==> src/rtl/priority_encoder_rr.sv <==
// priority_encoder_rr: registered N-to-log2(N) request encoder, fixed or round-robin per grant, valid/ready output
// Ports:
//   clk   - clock, rising edge
//   rst_n - asynchronous active-low reset
//   req   - request vector, bit i = requester i, sampled only when loading
//   mode  - 0 = fixed priority (highest index), 1 = round-robin
//   code  - encoded index of the granted requester
//   multi - more than one request bit was set in the sampled vector
//   valid - code/multi hold a result not yet accepted
//   ready - consumer accepts the result when valid && ready
module priority_encoder_rr #(
  parameter int N = 8,
  parameter int RESET_PTR = 0,
  localparam int W = $clog2(N)
) (
  input  logic         clk,
  input  logic         rst_n,
  input  logic [N-1:0] req,
  input  logic         mode,
  output logic [W-1:0] code,
  output logic         multi,
  output logic         valid,
  input  logic         ready
);
  typedef enum logic {IDLE, HOLD} state_t;
  state_t state_q, state_d;
  logic [W-1:0] code_q, code_d, ptr_q, ptr_d;
  logic multi_q, multi_d, rr_q, rr_d, accept, load;
  function automatic logic [W-1:0] hi_pick(input logic [N-1:0] r);
    hi_pick = '0;
    for (int i = 0; i < N; i++) if (r[i]) hi_pick = W'(i);
  endfunction
  // Scan from the farthest offset down so the nearest set bit at or after p wins.
  function automatic logic [W-1:0] rr_pick(input logic [N-1:0] r, input logic [W-1:0] p);
    int j;
    rr_pick = '0;
    for (int k = N - 1; k >= 0; k--) begin
      j = int'(p) + k;
      if (j >= N) j = j - N;
      if (r[j]) rr_pick = W'(j);
    end
  endfunction
  always_comb begin
    accept  = (state_q == HOLD) && ready;
    load    = ((state_q == IDLE) || ready) && |req;
    // A round-robin grant moves the pointer only when it is accepted; a same-edge reload sees the new pointer.
    ptr_d   = (accept && rr_q) ? ((code_q == W'(N - 1)) ? '0 : code_q + 1'b1) : ptr_q;
    code_d  = load ? (mode ? rr_pick(req, ptr_d) : hi_pick(req)) : code_q;
    multi_d = load ? ($countones(req) > 1) : multi_q;
    rr_d    = load ? mode : rr_q;
    state_d = load ? HOLD : (accept ? IDLE : state_q);
  end
  always_ff @(posedge clk or negedge rst_n) begin
    if (!rst_n) begin
      state_q <= IDLE;
      code_q  <= '0;
      multi_q <= 1'b0;
      rr_q    <= 1'b0;
      ptr_q   <= W'(RESET_PTR);
    end else begin
      state_q <= state_d;
      code_q  <= code_d;
      multi_q <= multi_d;
      rr_q    <= rr_d;
      ptr_q   <= ptr_d;
    end
  end
  assign code  = code_q;
  assign multi = multi_q;
  assign valid = (state_q == HOLD);
endmodule

==> config.mk <==
export PLATFORM = sky130hd
export DESIGN_NAME = priority_encoder_rr
export DESIGN_NICKNAME = d
export VERILOG_FILES = /design/src/rtl/priority_encoder_rr.sv
export SDC_FILE = /design/constraint.sdc
export NUM_CORES = 1
export LEC_CHECK = 0
export CAP_MARGIN = 20
export CORE_MARGIN = 4
export CORE_UTILIZATION = 51
export DETAILED_ROUTE_END_ITERATION = 8
export GPL_ROUTABILITY_DRIVEN = 0
export PLACE_DENSITY = 0.83
export SLEW_MARGIN = 10
export SYNTH_ARGS = -nofsm -noshare
export SYNTH_HDL_FRONTEND = slang
export SYNTH_SLANG_ARGS = --single-unit
export TNS_END_PERCENT = 10
==> constraint.sdc <==
create_clock -name clk -period 2.9 [get_ports clk]
set_clock_uncertainty 0.05 [all_clocks]
set_input_delay 0.29 -clock clk [delete_from_list [all_inputs] [get_ports clk]]
set_output_delay 0.29 -clock clk [all_outputs]
set_load 0.005 [all_outputs]
==> summary.md, run 1 <==
| Metric | Value |
|---|---|
| Status | `finished clean` |
| Slowest CP cell | `dfrtp_1` |
| Relative slew slack | `61.6%` |
| DRC | `0` |
| Standard-cell row count | `19` |
| RSZ-0062 raised after global routing | `yes` |
| Die Width | `62.4 µm` |
| CTS Buffer Depth | `2` |
| H-tree depth | `1` |
| Req. time, crit path | `about 3.0 ns` |
| Setup-failing EPs final | `0` |
| Max-Cap Viols | `0` |
| CTS tree | `done` |
| Gr ovfl total | `0` |
| Top Usage Layer GRT | `met2` |
| Crit path max fanout | `14` |
| P_leak | `~0.00091 µW` |
| Vias in the first global route | `between 1.5k and 2k` |
| Met2 global-route usage | `38.5%` |
| Yosys warns | `0` |
| Commonest non-fill, non-tap cell in the layout | `buf_4` |
| Pwr/cell area | `1500 mW/mm²` |
| Most frequent CP cell | `mux2_4` |
| Critical Path Max Stage Delay | `0.39 ns` |
| Fillers | `a little under 200` |
| P&R area growth vs syn | `42.9%` |
| Vias per inst | `~6.2` |
| CP arrival | `slightly below 3 ns` |
| Clock-pin slew on the worst setup and hold paths | `~0.060 ns` |
| Placed wire-length estimate | `roughly 3.4 mm` |
| Crit Path Class | `reg2reg` |
| Dpl cells | `242` |
| Met1 Usage GRT | `between 20 and 30%` |
| Area of the die | `around 0.0039 mm²` |
| Synth top area share | `about 15%` |
| Sequential Area | `225 µm²` |
| Crit path capture type | `flop` |
| Final nets | `~240` |
| Non-Filler Instances | `249` |
| Cells after synthesis | `166` |
| Setup crit start kind | `flop` |
| Reg-to-reg setup timing slack | `0.01 ns` |
| Area of the multi-input gates | `0.00136 mm²` |
| Post-Syn Nets | `190` |
| Num Clock Sinks | `9` |
| Minimum clock period | `2.89 ns` |
| Post-synth EDFFs | `0` |
| Fmax | `0.347 GHz` |
| Synth area leader | `dfrtp_1` |
| IO buf count | `16` |
| Total Wirelength | `about 4.6 mm` |
| Layout cells sized above 1 | `42.2%` |
| Die Y | `a little over 60 µm` |
| Worst reg2reg path endpoint | `code[1]` |
| Actual slew at the worst max-slew pin | `0.564 ns` |
| Reg2Reg Launch Point | `code[0]` |
| Worst hold path type | `in2async` |
| Vias | `between 1.5k and 2k` |
| Final Util | `77.5%` |
| CTS buffer count | `3` |
| GR Util met3 | `between 4 and 5%` |
| Post-synthesis cell area | `~0.0015 mm²` |
| Ant diodes | `0` |
| Skew-Pair Late Insertion Delay | `0.25 ns` |
| TritonRoute pass-1 iters | `4` |
| GRT Overall Usage | `23.4%` |
| R2r worst-path depth | `11` |
| Synth async-reset ratio | `between 90% and 100%` |
| Final worst-path cycle share | `99.5%` |
| Fin. max-slew vios | `0` |
| Total negative slack | `0 ns` |
| Pin count of the biggest net entering global routing | `15` |
| Prevailing post-synth register cell | `dfrtp_1` |
| Synthesized flop and latch total | `9` |
| Initial antenna violation count | `0` |
| Global-route wire length before repair | `7.52 mm` |
| Seq/Total Area, Yosys | `14.9%` |
| IR Drop Worst-Case VDD | `0.00154 V` |
| Library cells used by synthesis | `59` |
| Synth area leaders | `dfrtp_1 (15%), mux2i_4 (9.0%), mux2i_1 (8.6%)` |
| Top-level port count | `17` |
| Post-CTS Hold Fix Bufs | `0` |
| Mean Syn Cell Area | `9.09 µm²` |
| Final ANT Viol Nets | `0` |
| Total core area | `0.00278 mm²` |
| Detailed Route Iter0 Violations | `111` |
| Commonest cells after routing, fill and taps aside | `buf_4 (34), nand2_1 (16), clkdlybuf4s50_1 (13)` |
| WL/cell | `~18 µm` |
| Hold Violations, Final | `0` |
| Crit path cell chain | `ha_1 > nor2b_2 > mux2_4 > inv_6 > buf_6 > a21oi_1 > a22oi_2 > mux2_4 > nand2_1 > o311a_1 > a32o_1` |
| Cell at the root of the clock tree | `clkbuf_4` |
| Initial core utilization | `54.3%` |
[cell usage after synthesis, drive strengths merged, types with 2 or more instances]
| library cell | instances |
|---|---|
| a211oi | 4 |
| mux2 | 7 |
| nand3 | 3 |
| nand2 | 17 |
| nand4 | 2 |
| xnor2 | 3 |
| nor2b | 3 |
| o21ai | 8 |
| buf | 4 |
| inv | 15 |
| ha | 8 |
| nand2b | 2 |
| dfrtp | 9 |
| nor3 | 3 |
| a22oi | 3 |
| nor2 | 10 |
| o41ai | 2 |
| mux2i | 21 |
| and2 | 2 |
| fa | 4 |
| a21oi | 13 |
[critical path: cells and delay by family, from the launching register on]
kind	cells	cell delay, ns
compound gates	4	0.95
fa+ha+maj	1	0.31
buf+inv	2	0.25
flops	1	0.39
mux	2	0.56
simple gates	2	0.25
[sequential cells by signal, summed over array words and instances (netlist names)]
signal,count
valid,1
multi,1
code,3
ptr_q,3
rr_q,1
[cell type report]
class	count	share of cell area [%]
timing repair buffer	53	20.5
tap	31	1.80
sequential	9	10.4
inverter	15	3.08
multi-input combinational	137	62.9
clock buffer	4	1.22
[per-stage QoR]
step	hold WS, ns	total power [µW]	worst slack [ns]	cell area, µm²
global placement	0.423	2540	-0.535	1970
global route	0.288	3420	-0.0825	2160
detailed placement	0.445	2650	-0.660	1970
CTS	0.275	2910	-0.0105	2050
finish	0.270	3230	0.0148	2160
floorplan	-0.0556	1910	-0.0279	1560
[worst max-delay path by stage]
stage                  from      end  slack [ns]  cells past startpoint
global route        code[0]  code[1]       -0.08                     12
detailed placement   req[0]    multi       -0.66                     11
floorplan            req[0]    multi       -0.03                     10
CTS                  req[1]    multi       -0.01                     11
global placement     req[0]    multi       -0.53                     11
finish              code[0]  code[1]        0.01                     11
[power breakdown]
group          switching, µW  total, µW  internal, µW
logic                   1440       2920          1490
registers               34.6        210           175
clock network           41.6       94.5          52.9
total                   1510       3230          1710
[metal layers]
layer | part of all wire, % | up-vias
li1 | - | 719
met1 | 41 | 742
met2 | 52 | 65
met3 | 5.8 | 12
met4 | 1.9 | 0
met5 | 0 | -
[cells by family (layout without fill, tap and decap cells)]
| kind of cell | Yosys count | in the layout | share of synthesized area (%) |
|---|---|---|---|
| simple gates | 47 | 47 | 15.4 |
| xor+xnor | 3 | 3 | 1.74 |
| compound gates | 47 | 47 | 23.8 |
| flops | 9 | 9 | 14.9 |
| buf+inv | 20 | 72 | 7.05 |
| mux | 28 | 28 | 25.1 |
| fa+ha+maj | 12 | 12 | 11.9 |
[timing repair]
item / in CTS / in global routing
gates resized for setup: 25 / 17
setup endpoints to repair: 4 / 4
buffers inserted: 1 / 2
pin swaps: 10 / 5
Note: power is estimated with default switching activity, not from simulation.
==> inputs of run 2 (changes only) <==
CORE_UTILIZATION = 58   (was 51)
DONT_BUFFER_PORTS = 1   (was not set)
==> run 2 against run 1 <==
Against the previous run:
- worst hold slack lost 0.15 ns
- die area down 11%
- clock-buffer cell count decreased by 1
- utilization is 4.3 points higher
- critical path depth rose by 2
- register-to-register slack got worse by 0.098 ns
- first-iteration DRC count rose by 14%
- worst setup slack lost 0.098 ns
- the flow now finishes with violations (setup timing)
- global-route usage rose by 4.3 points
- non-clock buffer count fell by 15
- routed wire length increased by 10%
==> summary.md, run 2 (synthesis results as in run 1) <==
| Metric | Value |
|---|---|
| Status | `finished with violations` |
| Failing checks | `setup timing` |
| R2r worst-path depth | `13` |
| Detailed Route Iter0 Violations | `127` |
| GRT Overall Usage | `27.7%` |
| Critical Path Max Stage Delay | `0.43 ns` |
| Final worst-path cycle share | `103%` |
| Crit path cell chain | `ha_2 > ha_4 > nor2_4 > mux2i_4 > buf_12 > buf_6 > ha_4 > mux2i_4 > buf_4 > mux2i_4 > o21ai_2 > a2111oi_2 > o41ai_2` |
| Setup-failing EPs final | `3` |
| Max-Cap Viols | `0` |
| Non-Filler Instances | `~230` |
| Final nets | `around 230` |
| Relative slew slack | `51.3%` |
| DRC | `0` |
| Dpl cells | `210` |
| Crit path max fanout | `6` |
| Minimum clock period | `2.98 ns` |
| Fillers | `139` |
| Skew-Pair Late Insertion Delay | `0.27 ns` |
| Ant diodes | `0` |
| Die Width | `59.0 µm` |
| Worst setup path endpoint | `code[0]` |
| Standard-cell row count | `18` |
| Reg-to-reg setup timing slack | `-0.08 ns` |
| Top-level port count | `17` |
| Die Y | `59.0 µm` |
| Gr ovfl total | `0` |
| RSZ-0062 raised after global routing | `yes` |
| Num Clock Sinks | `9` |
| Clock-pin slew on the worst setup and hold paths | `0.06 ns` |
| Worst hold path type | `in2reg` |
| Commonest cells after routing, fill and taps aside | `buf_4 (33), nand2_1 (16), inv_1 (12)` |
| Fmax | `0.335 GHz` |
| Crit Path Class | `reg2reg` |
| Vias in the first global route | `1560` |
| Crit path capture type | `flop` |
| Pin count of the biggest net entering global routing | `15` |
| Actual slew at the worst max-slew pin | `0.724 ns` |
| Crit path from | `code[0]` |
| Fin. max-slew vios | `0` |
| Min Hold Slack | `0.117 ns` |
| Initial antenna violation count | `0` |
| Cell at the root of the clock tree | `clkbuf_4` |
| P&R area growth vs syn | `34.2%` |
| Req. time, crit path | `a little under 3 ns` |
| Initial core utilization | `60.9%` |
| Most frequent CP cell | `mux2i_4` |
| Setup ws final | `-0.0835 ns` |
| Vias | `1597` |
| Hold Violations, Final | `0` |
| Layout cells sized above 1 | `44.1%` |
| Total core area | `0.00248 mm²` |
| Worst reg2reg path endpoint | `code[0]` |
| H-tree depth | `1` |
| Vias per inst | `6.82` |
| Global-route wire length before repair | `7.25 mm` |
| Commonest non-fill, non-tap cell in the layout | `buf_4` |
| Area of the die | `0.00348 mm²` |
| CTS tree | `done` |
| Slowest CP cell | `a2111oi_2` |
| CP arrival | `between 3 and 4 ns` |
| WL/cell | `21.6 µm` |
| CTS Buffer Depth | `2` |
| TritonRoute pass-1 iters | `5` |
| Reg2Reg Launch Point | `code[0]` |
| IO buf count | `0` |
| Placed wire-length estimate | `3.06 mm` |
| Total Wirelength | `5.04 mm` |
| Setup crit start kind | `flop` |
| Final ANT Viol Nets | `0` |
| Final Util | `between 80% and 90%` |
| CTS buffer count | `3` |
| DP Worst Slack | `-0.136 ns` |
-- run 2: changes by cell type in the layout (fill, tap and decap cells not counted), moves of 2 or more --
cell             delta
a211oi_2            -2
buf_2               -3
clkdlybuf4s50_1    -13
clkinv_2            +2
inv_4               -2
-- run 2: layout make-up --
type,instances,area (µm²),share of cell area (%)
timing repair buffer,38,312,15.4
clock inverter,1,5.00,0.247
sequential,9,225,11.1
inverter,15,66.3,3.27
tap,30,37.5,1.85
timing repair inverter,1,5.00,0.247
clock buffer,3,22.5,1.11
multi-input combinational,137,1350,66.8
-- run 2: what timing repair did --
| item | CTS | global route |
|---|---|---|
| gates cloned | 0 | 1 |
| hold endpoints to repair | 9 | 0 |
| pin swaps | 3 | 8 |
| hold buffers | 1 | 0 |
| setup endpoints to repair | 2 | 3 |
| gates resized for setup | 7 | 24 |
| buffers inserted | 5 | 13 |
-- run 2: routing by layer --
metal,global-route usage [%],part of all wire (%),vias to the layer above
met1,34.3,34,753
met2,46.8,51,119
met4,13.6,5.4,0
met3,3.92,9.0,32
met5,0,0,-
li1,-,-,693
-- run 2: worst min-delay path by stage --
stage / startpoint / cells after the start / endpoint / slack [ns]
3_3_place_gp: rst_n / 0 / rr_q / -0.06
6_report: mode / 1 / rr_q / 0.12
5_1_grt: mode / 1 / rr_q / 0.11
4_1_cts: mode / 1 / rr_q / 0.11
3_5_place_dp: rst_n / 0 / rr_q / -0.06
2_1_floorplan: rst_n / 0 / code[0] / -0.06
-- run 2: through the flow --
step	setup TNS [ns]	instance area [µm²]
floorplan	-0.0681	1560
global placement	-0.143	1690
detailed placement	-0.314	1690
CTS	0	1790
global route	-0.423	2030
finish	-0.214	2030
-- run 2: worst max-delay path, delay by kind of cell, from the launching register on --
kind / cells / cell delay [ns]
AOI/OAI and AO/OA: 3 / 0.68
adders and majority gates: 3 / 0.64
buffers and inverters: 3 / 0.43
DFF: 1 / 0.39
muxes: 3 / 0.53
and+or+nand+nor: 1 / 0.12
Power of run 2 is left out: the tool's default activity adds up to more than one toggle a clock period on the data nets, which glitch-free logic cannot reach.
==> inputs of run 3 (changes only) <==
PLACE_DENSITY = not set   (was 0.83)
PLACE_DENSITY_LB_ADDON = 0.08   (was not set)
==> run 3 against run 2 <==
Against the previous run:
- the flow now finishes without violations
- die area stayed put
- first-iteration DRC count is 17% lower
- clock-buffer cell count is 1 higher
- highest routed layer unchanged
- register-to-register slack better by 0.16 ns
- maximum frequency is 5.6% higher
- global-route usage is 1.5 points lower
- worst setup slack better by 0.16 ns
- via count is 7.4% lower
- design area is 2.0% lower
- sequential share of layout area is 0.23 points higher
- final cell count is 2.6% lower
- critical path type unchanged
- utilization is 1.7 points lower
==> summary.md, run 3 (synthesis results as in run 1) <==
| Metric | Value |
|---|---|
| Status | `finished clean` |
| Commonest non-fill, non-tap cell in the layout | `buf_4` |
| CTS buffer count | `3` |
| CTS tree | `done` |
| Total Wirelength | `4.32 mm` |
| Commonest cells after routing, fill and taps aside | `buf_4 (30), nand2_1 (16), inv_1 (12), a21oi_1 (12), mux2i_4 (10)` |
| Crit path capture type | `flop` |
| Standard-cell row count | `18` |
| Die Y | `59.0 µm` |
| Vias | `1479` |
| Cell at the root of the clock tree | `clkbuf_4` |
| Total negative slack | `0 ns` |
| R2r worst-path depth | `13` |
| Final worst-path cycle share | `a little over nine tenths` |
| CTS Buffer Depth | `2` |
| Reg2Reg Launch Point | `code[1]` |
| Dpl cells | `215` |
| Final Util | `80.1%` |
| Final nets | `223` |
| CP arrival | `2.99 ns` |
| Clock-pin slew on the worst setup and hold paths | `~0.060 ns` |
| Num Clock Sinks | `9` |
| Max-Cap Viols | `0` |
| Final Instance Area | `0.00198 mm²` |
| Setup crit start kind | `flop` |
| Req. time, crit path | `3.06 ns` |
| H-tree depth | `1` |
| Hold endpoint | `rr_q` |
| Final ANT Viol Nets | `0` |
| Area of the die | `0.00348 mm²` |
| Reg-to-reg setup timing slack | `between 0.07 and 0.08 ns` |
| Vias in the first global route | `1488` |
| Minimum clock period | `~2.8 ns` |
| Pin count of the biggest net entering global routing | `15` |
| DRC | `0` |
| TritonRoute pass-1 iters | `4` |
| Relative slew slack | `69.6%` |
| Global-route wire length before repair | `approximately 6.9 mm` |
| Gr ovfl total | `0` |
| WL/cell | `19.0 µm` |
| IO buf count | `0` |
| Initial core utilization | `between 60% and 70%` |
| Fin. max-slew vios | `0` |
| Total core area | `0.00248 mm²` |
| Vias per inst | `6.49` |
| Hold Startpoint | `mode` |
| Ant diodes | `0` |
| Non-Filler Instances | `228` |
| Worst reg2reg path endpoint | `code[1]` |
| Setup-failing EPs final | `0` |
| P&R area growth vs syn | `31.5%` |
| Layout cells sized above 1 | `42.9%` |
| Worst hold path type | `in2reg` |
| Placed Area | `around 0.0017 mm²` |
| Crit path max fanout | `8` |
| Hold Violations, Final | `0` |
| Placed wire-length estimate | `about 3.2 mm` |
| Skew-Pair Late Insertion Delay | `around 0.27 ns` |
| Detailed Route Iter0 Violations | `around 110` |
| GRT Overall Usage | `26.1%` |
| Initial antenna violation count | `0` |
| Actual slew at the worst max-slew pin | `0.447 ns` |
| WHS Path Cells | `1` |
| Die Width | `59.0 µm` |
| Fmax | `0.354 GHz` |
| Top-level port count | `17` |
| Crit Path Class | `reg2reg` |
==> run 3: cell count changes in the layout (fill, tap and decap cells not counted), sizes merged <==
cell    previous run  this run
clkbuf             3         4
inv               14        15
buf               37        32
clkinv             3         0
==> run 3: area by class of cell <==
| type | instances | area, µm² |
|---|---|---|
| Inverter | 15 | 63.8 |
| Timing Repair Buffer | 33 | 267 |
| Multi-Input combinational cell | 137 | 1370 |
| Clock buffer | 4 | 26.3 |
| Fill cell | 151 | 493 |
| Tap cell | 30 | 37.5 |
| Sequential cell | 9 | 225 |
==> run 3: how the worst max path moves through the flow <==
| stage | from | to | slack, ns | depth (start not counted) |
|---|---|---|---|---|
| after floorplan | req[0] | multi | -0.03 | 10 |
| after global placement | req[0] | multi | -0.06 | 10 |
| after detailed placement | code[0] | code[0] | -0.17 | 9 |
| after CTS | code[0] | code[0] | -0.009 | 12 |
| after global routing | code[0] | code[0] | -0.002 | 12 |
| final | code[1] | code[1] | 0.07 | 13 |
==> run 3: critical path, cell delays in order (launching register included) <==
cell	delay (ns)
dfrtp_1	0.39
ha_2	0.20
ha_4	0.17
nor2_4	0.11
mux2i_4	0.11
inv_4	0.13
buf_4	0.15
mux2i_4	0.29
mux2i_1	0.14
buf_4	0.16
mux2i_2	0.25
o21ai_0	0.17
o21ai_0	0.24
a32o_1	0.19
==> run 3: metrics by stage <==
stage	setup slack, ns	hold WS (ns)
3_5_place_dp	-0.172	-0.0554
6_report	0.0748	0.121
2_1_floorplan	-0.0279	-0.0556
5_1_grt	-0.00218	0.123
4_1_cts	-0.00902	0.120
3_3_place_gp	-0.0564	-0.0554
==> run 3: timing repair <==
action / in CTS / in global routing
gates cloned: 0 / 0
hold buffers: 1 / 0
endpoints found under the hold margin: 9 / 0
pin swaps: 2 / 11
gates resized for setup: 8 / 21
endpoints found under the setup margin: 2 / 3
setup buffers: 3 / 6
==> run 3: metal layers <==
metal	up-vias	track usage, %	part of all wire (%)
li1	682	-	-
met1	705	33.3	41
met2	74	43.8	51
met3	18	2.18	5.5
met4	0	13.6	3.1
met5	-	0	0
Power of run 3 is left out for the same reason.
